## config.mk

```make
export PLATFORM = sky130hd
export DESIGN_NAME = tagger_req_gen
export DESIGN_NICKNAME = d
export VERILOG_FILES = /design/src/rtl/tagger_req_gen.sv
export SDC_FILE = /design/constraint.sdc
export NUM_CORES = 1
export LEC_CHECK = 0
export ABC_CLOCK_PERIOD_IN_PS = 2600
export CAP_MARGIN = 0
export CORE_AREA = 2 2 357 359
export CTS_CLUSTER_SIZE = 40
export DETAILED_ROUTE_END_ITERATION = 10
export DIE_AREA = 0 0 359 361
export GPL_TIMING_DRIVEN = 0
export RECOVER_POWER = 100
export SETUP_SLACK_MARGIN = 0.2
export SLEW_MARGIN = 20
export SYNTH_ARGS = -nofsm -noshare
export SYNTH_HDL_FRONTEND = slang
export SYNTH_SLANG_ARGS = --single-unit
```

## constraint.sdc

```tcl
create_clock -name clk_i -period 2.6 [get_ports clk_i]
set_input_delay 0.52 -clock clk_i [delete_from_list [all_inputs] [get_ports clk_i]]
set_output_delay 0.52 -clock clk_i [all_outputs]
set_load 0.01 [all_outputs]
```

## src/rtl/tagger_req_gen.sv

```systemverilog
// tagger_req_gen: walks a table of address regions. For each region it writes
//   one tagged data beat (AW, W, B) and can optionally read that beat back
//   (AR, R) and compare it against what was written.
// Latency: one state per AXI handshake, with no bubble between phases. DONE
//   and TIMEOUT each take one cycle before the block returns to IDLE.
// Backpressure: each valid and its payload stay held until the slave accepts
//   them. A phase that stalls for TIMEOUT_CYCLES-1 cycles aborts the walk.
//
// Build option: define TAGGER_REQ_GEN_READBACK_EN to include the AR/R states
// and the readback compare. Each region then counts as 2 transactions
// instead of 1.
//
// Ports:
//   clk_i, rst_i     clock (rising edge); asynchronous active-high reset
//   start_i          starts a walk; sampled only while idle
//   addr_conf_i      region table; .addr is the probe address of each region
//   mst_req_o        AXI master request toward the tagger slave port
//   mst_resp_i       AXI slave response
//   busy_o           high in every state except IDLE
//   done_o           sticky walk-complete flag; cleared by the next start
//   timeout_o        sticky handshake-timeout flag
//   resp_err_o       sticky flag: non-OKAY B/R response or readback mismatch
//   txn_cnt_o        completed transactions since the last start (wraps)

package tagger_req_gen_pkg;

    // These types give a default AXI4 layout that matches AXI_DATA_WIDTH=64.
    // An integrator passes its own types through the type parameters.
    // Those types must keep the same field names.
    localparam int unsigned ADDR_W = 64;
    localparam int unsigned DATA_W = 64;
    localparam int unsigned ID_W   = 8;
    localparam int unsigned USER_W = 1;

    typedef logic [ADDR_W-1:0] addr_t;

    typedef struct packed {
        logic [ID_W-1:0]   id;
        addr_t             addr;
        logic [7:0]        len;
        logic [2:0]        size;
        logic [1:0]        burst;
        logic [USER_W-1:0] user;
    } ax_chan_t;

    typedef struct packed {
        logic [DATA_W-1:0]   data;
        logic [DATA_W/8-1:0] strb;
        logic                last;
        logic [USER_W-1:0]   user;
    } w_chan_t;

    typedef struct packed {
        logic [ID_W-1:0]   id;
        logic [1:0]        resp;
        logic [USER_W-1:0] user;
    } b_chan_t;

    typedef struct packed {
        logic [ID_W-1:0]   id;
        logic [DATA_W-1:0] data;
        logic [1:0]        resp;
        logic              last;
        logic [USER_W-1:0] user;
    } r_chan_t;

    typedef struct packed {
        ax_chan_t aw;
        logic     aw_valid;
        w_chan_t  w;
        logic     w_valid;
        logic     b_ready;
        ax_chan_t ar;
        logic     ar_valid;
        logic     r_ready;
    } axi_req_t;

    typedef struct packed {
        logic    aw_ready;
        logic    ar_ready;
        logic    w_ready;
        logic    b_valid;
        b_chan_t b;
        logic    r_valid;
        r_chan_t r;
    } axi_resp_t;

    typedef struct packed {
        addr_t      addr;
        addr_t      size;
        logic [7:0] patid;
    } addr_conf_t;

endpackage

module tagger_req_gen #(
    parameter int unsigned NUM_ADDR_CONF  = 4,
    parameter int unsigned AXI_DATA_WIDTH = 64,
    parameter int unsigned TIMEOUT_CYCLES = 1024,
    parameter type axi_req_t   = tagger_req_gen_pkg::axi_req_t,
    parameter type axi_resp_t  = tagger_req_gen_pkg::axi_resp_t,
    parameter type axi_addr_t  = tagger_req_gen_pkg::addr_t,
    parameter type addr_conf_t = tagger_req_gen_pkg::addr_conf_t
) (
    input  logic        clk_i,
    input  logic        rst_i,
    input  logic        start_i,
    input  addr_conf_t  addr_conf_i [NUM_ADDR_CONF],
    output axi_req_t    mst_req_o,
    input  axi_resp_t   mst_resp_i,
    output logic        busy_o,
    output logic        done_o,
    output logic        timeout_o,
    output logic        resp_err_o,
    output logic [15:0] txn_cnt_o
);

    localparam int unsigned IDX_W = (NUM_ADDR_CONF > 1) ? $clog2(NUM_ADDR_CONF) : 1;
    localparam logic [IDX_W-1:0] LAST_IDX = IDX_W'(NUM_ADDR_CONF - 1);
    localparam logic [2:0] AXI_SIZE = 3'($clog2(AXI_DATA_WIDTH / 8));
    localparam logic [1:0] BURST_INCR = 2'b01;
    // The wait counter gets this value on the stalled cycle that aborts the phase.
    localparam logic [15:0] WAIT_LAST = 16'(TIMEOUT_CYCLES - 1);

    typedef enum logic [2:0] {
        ST_IDLE,
        ST_AW,
        ST_W,
        ST_B,
        ST_AR,
        ST_R,
        ST_DONE,
        ST_TIMEOUT
    } state_e;

    state_e            state_q, state_d;
    logic [IDX_W-1:0]  idx_q, idx_d;
    logic [15:0]       txn_cnt_q, txn_cnt_d;
    logic [15:0]       wait_q, wait_d;
    logic              done_q, done_d;
    logic              timeout_q, timeout_d;
    logic              resp_err_q, resp_err_d;

    logic              hs;         // the current phase's handshake fires this cycle
    logic              step;       // this region has finished; go to the next one
    logic              waiting;    // in a phase that waits for the slave
    logic [15:0]       wait_inc;
    logic [AXI_DATA_WIDTH-1:0] wdata;
    axi_req_t          mst_req;

    // The tag is {region index, transaction count}, zero-extended to the bus width.
    always_comb begin
        wdata = '0;
        wdata[IDX_W+15:0] = {idx_q, txn_cnt_q};
    end

`ifdef TAGGER_REQ_GEN_READBACK_EN
    // Holds the word written to this region. The transaction count moves on
    // at B, so the readback compare cannot use the live tag.
    logic [AXI_DATA_WIDTH-1:0] wdata_q, wdata_d;
    logic                      rd_mismatch;

    assign rd_mismatch = (mst_resp_i.r.resp != 2'b00) || (mst_resp_i.r.data != wdata_q);

    always_ff @(posedge clk_i or posedge rst_i) begin
        if (rst_i) begin
            wdata_q <= '0;
        end else begin
            wdata_q <= wdata_d;
        end
    end

    always_comb begin
        wdata_d = wdata_q;
        if (state_q == ST_W && mst_resp_i.w_ready) begin
            wdata_d = wdata;
        end
    end
`endif

    assign wait_inc = wait_q + 16'd1;
    assign waiting  = (state_q == ST_AW) || (state_q == ST_W) || (state_q == ST_B) ||
                      (state_q == ST_AR) || (state_q == ST_R);

    // Next-state logic
    always_comb begin
        state_d    = state_q;
        idx_d      = idx_q;
        txn_cnt_d  = txn_cnt_q;
        wait_d     = wait_q;
        done_d     = done_q;
        timeout_d  = timeout_q;
        resp_err_d = resp_err_q;
        hs         = 1'b0;
        step       = 1'b0;

        case (state_q)
            ST_IDLE: begin
                if (start_i) begin
                    state_d    = ST_AW;
                    idx_d      = '0;
                    txn_cnt_d  = '0;
                    done_d     = 1'b0;
                    timeout_d  = 1'b0;
                    resp_err_d = 1'b0;
                end
            end
            ST_AW: begin
                hs = mst_resp_i.aw_ready;
                if (hs) begin
                    state_d = ST_W;
                end
            end
            ST_W: begin
                hs = mst_resp_i.w_ready;
                if (hs) begin
                    state_d = ST_B;
                end
            end
            ST_B: begin
                hs = mst_resp_i.b_valid;
                if (hs) begin
                    txn_cnt_d = txn_cnt_q + 16'd1;
                    if (mst_resp_i.b.resp != 2'b00) begin
                        resp_err_d = 1'b1;
                    end
`ifdef TAGGER_REQ_GEN_READBACK_EN
                    state_d = ST_AR;
`else
                    step = 1'b1;
`endif
                end
            end
`ifdef TAGGER_REQ_GEN_READBACK_EN
            ST_AR: begin
                hs = mst_resp_i.ar_ready;
                if (hs) begin
                    state_d = ST_R;
                end
            end
            ST_R: begin
                // A beat without last is still consumed (r_ready stays high).
                // Only the last beat finishes the phase.
                hs = mst_resp_i.r_valid && mst_resp_i.r.last;
                if (hs) begin
                    txn_cnt_d = txn_cnt_q + 16'd1;
                    if (rd_mismatch) begin
                        resp_err_d = 1'b1;
                    end
                    step = 1'b1;
                end
            end
`endif
            ST_DONE: begin
                state_d = ST_IDLE;
            end
            ST_TIMEOUT: begin
                state_d = ST_IDLE;
            end
            default: begin
                state_d = ST_IDLE;
            end
        endcase

        if (step) begin
            if (idx_q == LAST_IDX) begin
                state_d = ST_DONE;
                done_d  = 1'b1;
            end else begin
                idx_d   = idx_q + 1'b1;
                state_d = ST_AW;
            end
        end

        // The wait counter restarts on every state change. A stalled phase that
        // brings the counter to TIMEOUT_CYCLES-1 aborts the walk. A handshake in
        // the same cycle still wins.
        if (waiting && !hs) begin
            if (wait_inc == WAIT_LAST) begin
                state_d   = ST_TIMEOUT;
                timeout_d = 1'b1;
                wait_d    = '0;
            end else begin
                wait_d = wait_inc;
            end
        end else begin
            wait_d = '0;
        end
    end

    always_ff @(posedge clk_i or posedge rst_i) begin
        if (rst_i) begin
            state_q    <= ST_IDLE;
            idx_q      <= '0;
            txn_cnt_q  <= '0;
            wait_q     <= '0;
            done_q     <= 1'b0;
            timeout_q  <= 1'b0;
            resp_err_q <= 1'b0;
        end else begin
            state_q    <= state_d;
            idx_q      <= idx_d;
            txn_cnt_q  <= txn_cnt_d;
            wait_q     <= wait_d;
            done_q     <= done_d;
            timeout_q  <= timeout_d;
            resp_err_q <= resp_err_d;
        end
    end

    // Request outputs. Valids are decoded directly from the state register, so
    // reset drops them as soon as it is asserted. Payloads depend only on
    // idx_q, txn_cnt_q and the table, and none of these change within a phase.
    always_comb begin
        mst_req = '0;

        mst_req.aw.id[IDX_W-1:0] = idx_q;
        mst_req.aw.addr          = axi_addr_t'(addr_conf_i[idx_q].addr);
        mst_req.aw.len           = 8'd0;
        mst_req.aw.size          = AXI_SIZE;
        mst_req.aw.burst         = BURST_INCR;
        mst_req.ar               = mst_req.aw;

        mst_req.w.data = wdata;
        mst_req.w.strb = '1;
        mst_req.w.last = 1'b1;

        mst_req.aw_valid = (state_q == ST_AW);
        mst_req.w_valid  = (state_q == ST_W);
        mst_req.b_ready  = (state_q == ST_B);
`ifdef TAGGER_REQ_GEN_READBACK_EN
        mst_req.ar_valid = (state_q == ST_AR);
        mst_req.r_ready  = (state_q == ST_R);
`endif
    end

    assign mst_req_o  = mst_req;
    assign busy_o     = (state_q != ST_IDLE);
    assign done_o     = done_q;
    assign timeout_o  = timeout_q;
    assign resp_err_o = resp_err_q;
    assign txn_cnt_o  = txn_cnt_q;

    // Table and response fields this block does not use.
    logic [NUM_ADDR_CONF-1:0] unused_conf;
    logic                     unused_resp;

    for (genvar k = 0; k < NUM_ADDR_CONF; k++) begin : g_unused_conf
        assign unused_conf[k] = ^{addr_conf_i[k].size, addr_conf_i[k].patid};
    end
    assign unused_resp = ^mst_resp_i;

endmodule

```

### Yosys cells after proc, flatten, opt, wreduce, memory -nomap -nowiden

Cells that the tools add are included.

| storage, ports and cells | value |
|---|---|
| bits in registers | 40 |
| latch bits | 0 |
| bits in writable memories | 0 |
| memory bits (read-only) | 0 |
| input bits | 639 |
| output and inout bits | 271 |
| memories | 0 |

| cells by class | value |
|---|---|
| add/subtract/negate cells | 3 |
| multipliers | 0 |
| divide/modulo/power cells | 0 |
| order comparisons | 1 |
| equal/unequal tests | 10 |
| shifts and indexed selects | 0 |
| muxes and demuxes | 35 |
| bitwise gates (word level) | 1 |
| reductions and logical operators | 12 |

Operators by type and width:

| kind | count |
|---|---|
| binary-select mux 136 bit (select 2 bit) | 1 |
| 2-to-1 mux 136 bit | 2 |
| 2-to-1 mux 16 bit | 4 |
| adder 16 x 1 -> 16 bit (second input constant) | 2 |
| case mux 16 bit (2 select lines) | 1 |
| 2-to-1 mux 3 bit | 7 |
| equality test 16 x 10 -> 1 bit (second input constant) | 1 |
| 2-to-1 mux 1 bit | 13 |
| case mux 3 bit (4 select lines) | 1 |
| 2-to-1 mux 2 bit | 4 |
| equality test 3 x 2 -> 1 bit (second input constant) | 2 |
| equality test 3 bit (second input constant) | 2 |
| logical OR 1 bit | 4 |
| inequality test 2 x 1 -> 1 bit (second input constant) | 2 |
| AND reduction 4 bit | 1 |
| nonzero test 2 bit | 2 |
| equality test 3 x 1 -> 1 bit (second input constant) | 1 |
| >= comparator 3 bit (second input constant) | 1 |
| zero test 3 bit | 1 |
| NOT 2 -> 3 bit | 1 |
| case mux 1 bit (3 select lines) | 1 |
| AND reduction 3 bit | 1 |
| nonzero test 3 bit | 1 |
| adder 2 x 1 -> 2 bit (second input constant) | 1 |
| 5 further kinds | 5 |

### Longest topological paths before layout

| logic depth | value |
|---|---|
| word-level depth | 7 |
| gate-level depth with buffers | 7 |
| mapped depth without buffers | 7 |

### Worst setup path after synthesis

Ideal clock, no wire load.

| timing | value |
|---|---|
| path kind | register to output |
| start | reg idx_q[0] |
| end | out mst_req_o[197] (netlist name) |
| arrival time | 2.007 ns |
| required time | 2.080 ns |
| path slack | 0.073 ns |
| stages on the path, launching flop included | 5 |
| cell sequence | dfrtp_1 > buf_2 > buf_1 > mux4_2 > buf_4 |

RTL lines:

| item | line | RTL |
|---|---|---|
| start: declaration | 137 | `logic [IDX_W-1:0] idx_q, idx_d;` |
| start signal: assignment | 302 | `idx_q <= idx_d;` |
| end: declaration | 109 | `output axi_req_t mst_req_o,` |

==> flow_summary_export.csv <==
group,metric,value,unit
outcome,status,"complete, but fails checks",
outcome,violations,"setup timing",
synth,ys_types,48,
pwr,cellPowerDensity,853,nW/um^2
timing,fin_crit_sh,1.09,
floorplanning,fp-row-count,130,
routing,drc,0,
routing,ant_nets,0,
routing,avgRoutedWirePerCell,14.6,um
clock_tree,numCtsBuffers,5,
clock_tree,cts_sinks,40,
clock_tree,worstSkewPairLatency,0.28,ns
clock_tree,h-tree-depth,2,
final_layout,drive_above_1_share,0.444,
synth,synth_warnings,0,
synth,syn_avg_cell_area,10.2,um^2
routing,route.vias.total,6021,
timing,tightest_slew,0.803,ns
timing,grt_setup_unrepaired,"yes",
pwr,vdd_ir_drop_max,409,uV
critical_path,start_kind,"flop",
pwr,swShare,0.397,
synth,synth_top_area_share,0.287,
synth,synth-async-reset-ratio,1.00,
grt,grt_max_degree,33,
grt,overflow,0,
critical_path,worst-path-max-fanout,7,
critical_path,slowest_delay,0.48,ns
timing,holdWs,0.480,ns
synth,netlist_instances,493,
timing,fin_crit,2.84,ns
final_layout,final_cell_mix,"clkdlybuf4s50_1 (263), buf_6 (229), buf_4 (140)",
final_layout,layout_commonest_cell,"clkdlybuf4s50_1",
floorplanning,die_area,130000,um^2
grt,grt_pass1_vias,6297,
clock_tree,cts_tree,"yes",
clock_tree,clk_pin_slew,0.06,ns
routing,drt-pass1-iter-count,6,
pwr,comb_power_share,0.866,
critical_path,critPathTopFamily,"buffers and inverters",
critical_path,crit_type,"flop to primary output",
floorplanning,core_area,125000,um^2
critical_path,path_cells,"buf_12, buf_6, buf_12, buf_16, buf_4, buf_4, mux4_2, buf_6, buf_6",
flow_run,cap_violations,0,
pwr,p_clk_frac,0.060,
timing,fmax,352,MHz
synth,synth.area.top_cells,"mux4_2 (29%), buf_4 (27%), dfrtp_1 (20%)",
placed_design,place_hpwl,35.0,mm
placed_design,post-place-ws,-1.56,ns
pwr,p_leak,0.00551,uW
final_layout,final_util,0.110,
grt,grt_pass1_wl,52.7,mm
synth,seq_area_frac_synth,0.199,
placed_design,io_buffers,436,
critical_path,reg2reg_slack,0.15,ns
critical_path,setup.worst_path.end_class,"primary output",
synth,synth_seq_cells,40,
timing,setup_viol,99,
clock_tree,cts_buffer_depth,2,
synth,ys.flop_type,"dfrtp_1",
pwr,intPower,7070,uW
routing,routed_wl,40.6,mm
pwr,switching_power,4660,uW
pwr,pwr-share-seq,0.074,
timing,final_hold_viol_count,0,
critical_path,path_buf_inv,8,
clock_tree,cts-root-buf,"clkbuf_16",
critical_path,critPathSlowestCell,"dfrtp_4",
floorplanning,die_x,359,um
routing,drt_iter0_drc,185,
grt,antenna_found_initial,10,
min_path,hold_class,"flop to flop",
final_layout,syn_to_final_growth,174,%
critical_path,path_common_cell,"buf_6",
synth,yosys.area.top_type,"mux4_2",
floorplanning,initial_core_util,0.0401,
timing,slew_headroom,0.465,
synth,netlist_area,5020,um^2
floorplanning,chipHeight,361,um
floorplanning,ios,910,
timing,fin_worst_skew,0.00865,ns
timing,setup_ws,-0.242,ns
synth,synth_edf_count,0,
critical_path,worstPathRequired,2.08,ns
placed_design,gp_congestion,0.822,
routing,vias_per_cell,2.17,
timing,slew_violations,0,
grt,grt_usage,0.0591,
critical_path,worst_ep_arrival_time,2.32,ns
final_layout,nets,1768,
routing by layer:
layer	vias to the layer above	routed length (um)	GRT usage
met1	2856	17600	0.0745
met5	-	0	0
li1	2744	-	-
met3	32	3240	0.0171
met2	389	18700	0.0981
met4	0	978	0.0148
stage by stage:
step | cells | setup TNS (ns) | total power [uW] | instance area [um^2]
5_1_grt | 2780 | -17.08 | 12500 | 13800
3_3_place_gp | 2675 | -151.30 | 8630 | 11800
2_1_floorplan | 589 | 0 | 4040 | 5390
3_5_place_dp | 2676 | -140.97 | 8610 | 11800
4_1_cts | 2766 | -12.09 | 12000 | 13600
6_report | 2780 | -10.43 | 11700 | 13800
cells by family after synthesis:
group / count (synthesis) / share of synthesized area
AOI/OAI and AO/OA: 28 / 0.0376
xor gates and xnor gates: 26 / 0.0453
adders and majority gates: 4 / 0.00996
buffers and inverters: 211 / 0.295
DFF: 40 / 0.199
muxes: 66 / 0.291
other: 2 / 0.00149
and+or+nand+nor: 116 / 0.120
power groups by stage:
stage	clock [uW]	combinational, uW	sequential [uW]
final	698	10200	873
after global routing	743	10900	893
after CTS	715	10400	880
after detailed placement	0	7670	943
after global placement	0	7690	941
after floorplan	0	3190	852
cell type report:
type / count / area, um^2
Fill cell: 14300 / 112000
Timing Repair Buffer: 529 / 5720
Multi-Input combinational cell: 338 / 2870
Tap cell: 1650 / 2060
Buffer: 205 / 1890
Sequential cell: 40 / 1010
Clock buffer: 5 / 125
Clock inverter: 3 / 42.5
Inverter: 6 / 22.5
Antenna cell: 4 / 10.0
sequential cells by signal, summed over array words and instances (netlist names):
name,cells
txn_cnt_o,16
done_o,1
idx_q,2
timeout_o,1
resp_err_o,1
wait_q,16
state_q,3
synth_stat cells, types with 2 or more instances:
cell and n:
buf_4 183, mux4_2 64, dfrtp_1 40, nor2_1 34
nand2_1 30, clkbuf_1 15, xor2_1 14, o21ai_0 13
xnor2_1 12, nand4_1 10, nand3_1 9, a21oi_1 6
inv_1 6, nor3_1 6, buf_2 4, ha_1 4
buf_1 3, nand2b_1 3, nor4_1 3, or3_1 3
and4_1 2, conb_1 2, nor2b_1 2
final timing paths:
path / endpoint / from / depth (start not counted)
max in group asynchronous: wait_q[3] / rst_i / 3
worst min-delay path: timeout_o / timeout_o / 2
worst min register to register: timeout_o / timeout_o / 2
worst max-delay path: mst_req_o[44] / idx_q[0] / 9
min in group asynchronous: resp_err_o / rst_i / 2
worst max register to register: wait_q[3] / wait_q[9] / 8
worst min-delay path, cell delays in order, from the launching register on:
cell and delay (ns):
dfrtp_1 0.34, nand2_1 0.05, nand2_1 0.06
what timing repair did:
| action | 4_1_cts | 5_1_grt |
|---|---|---|
| cloned | 5 | 0 |
| hold buffers | 0 | 0 |
| resized for setup | 854 | 38 |
| setup endpoints to repair | 144 | 149 |
| pin swaps | 2 | 2 |
| buffers inserted | 77 | 10 |
(Power assumes the default switching activity.)
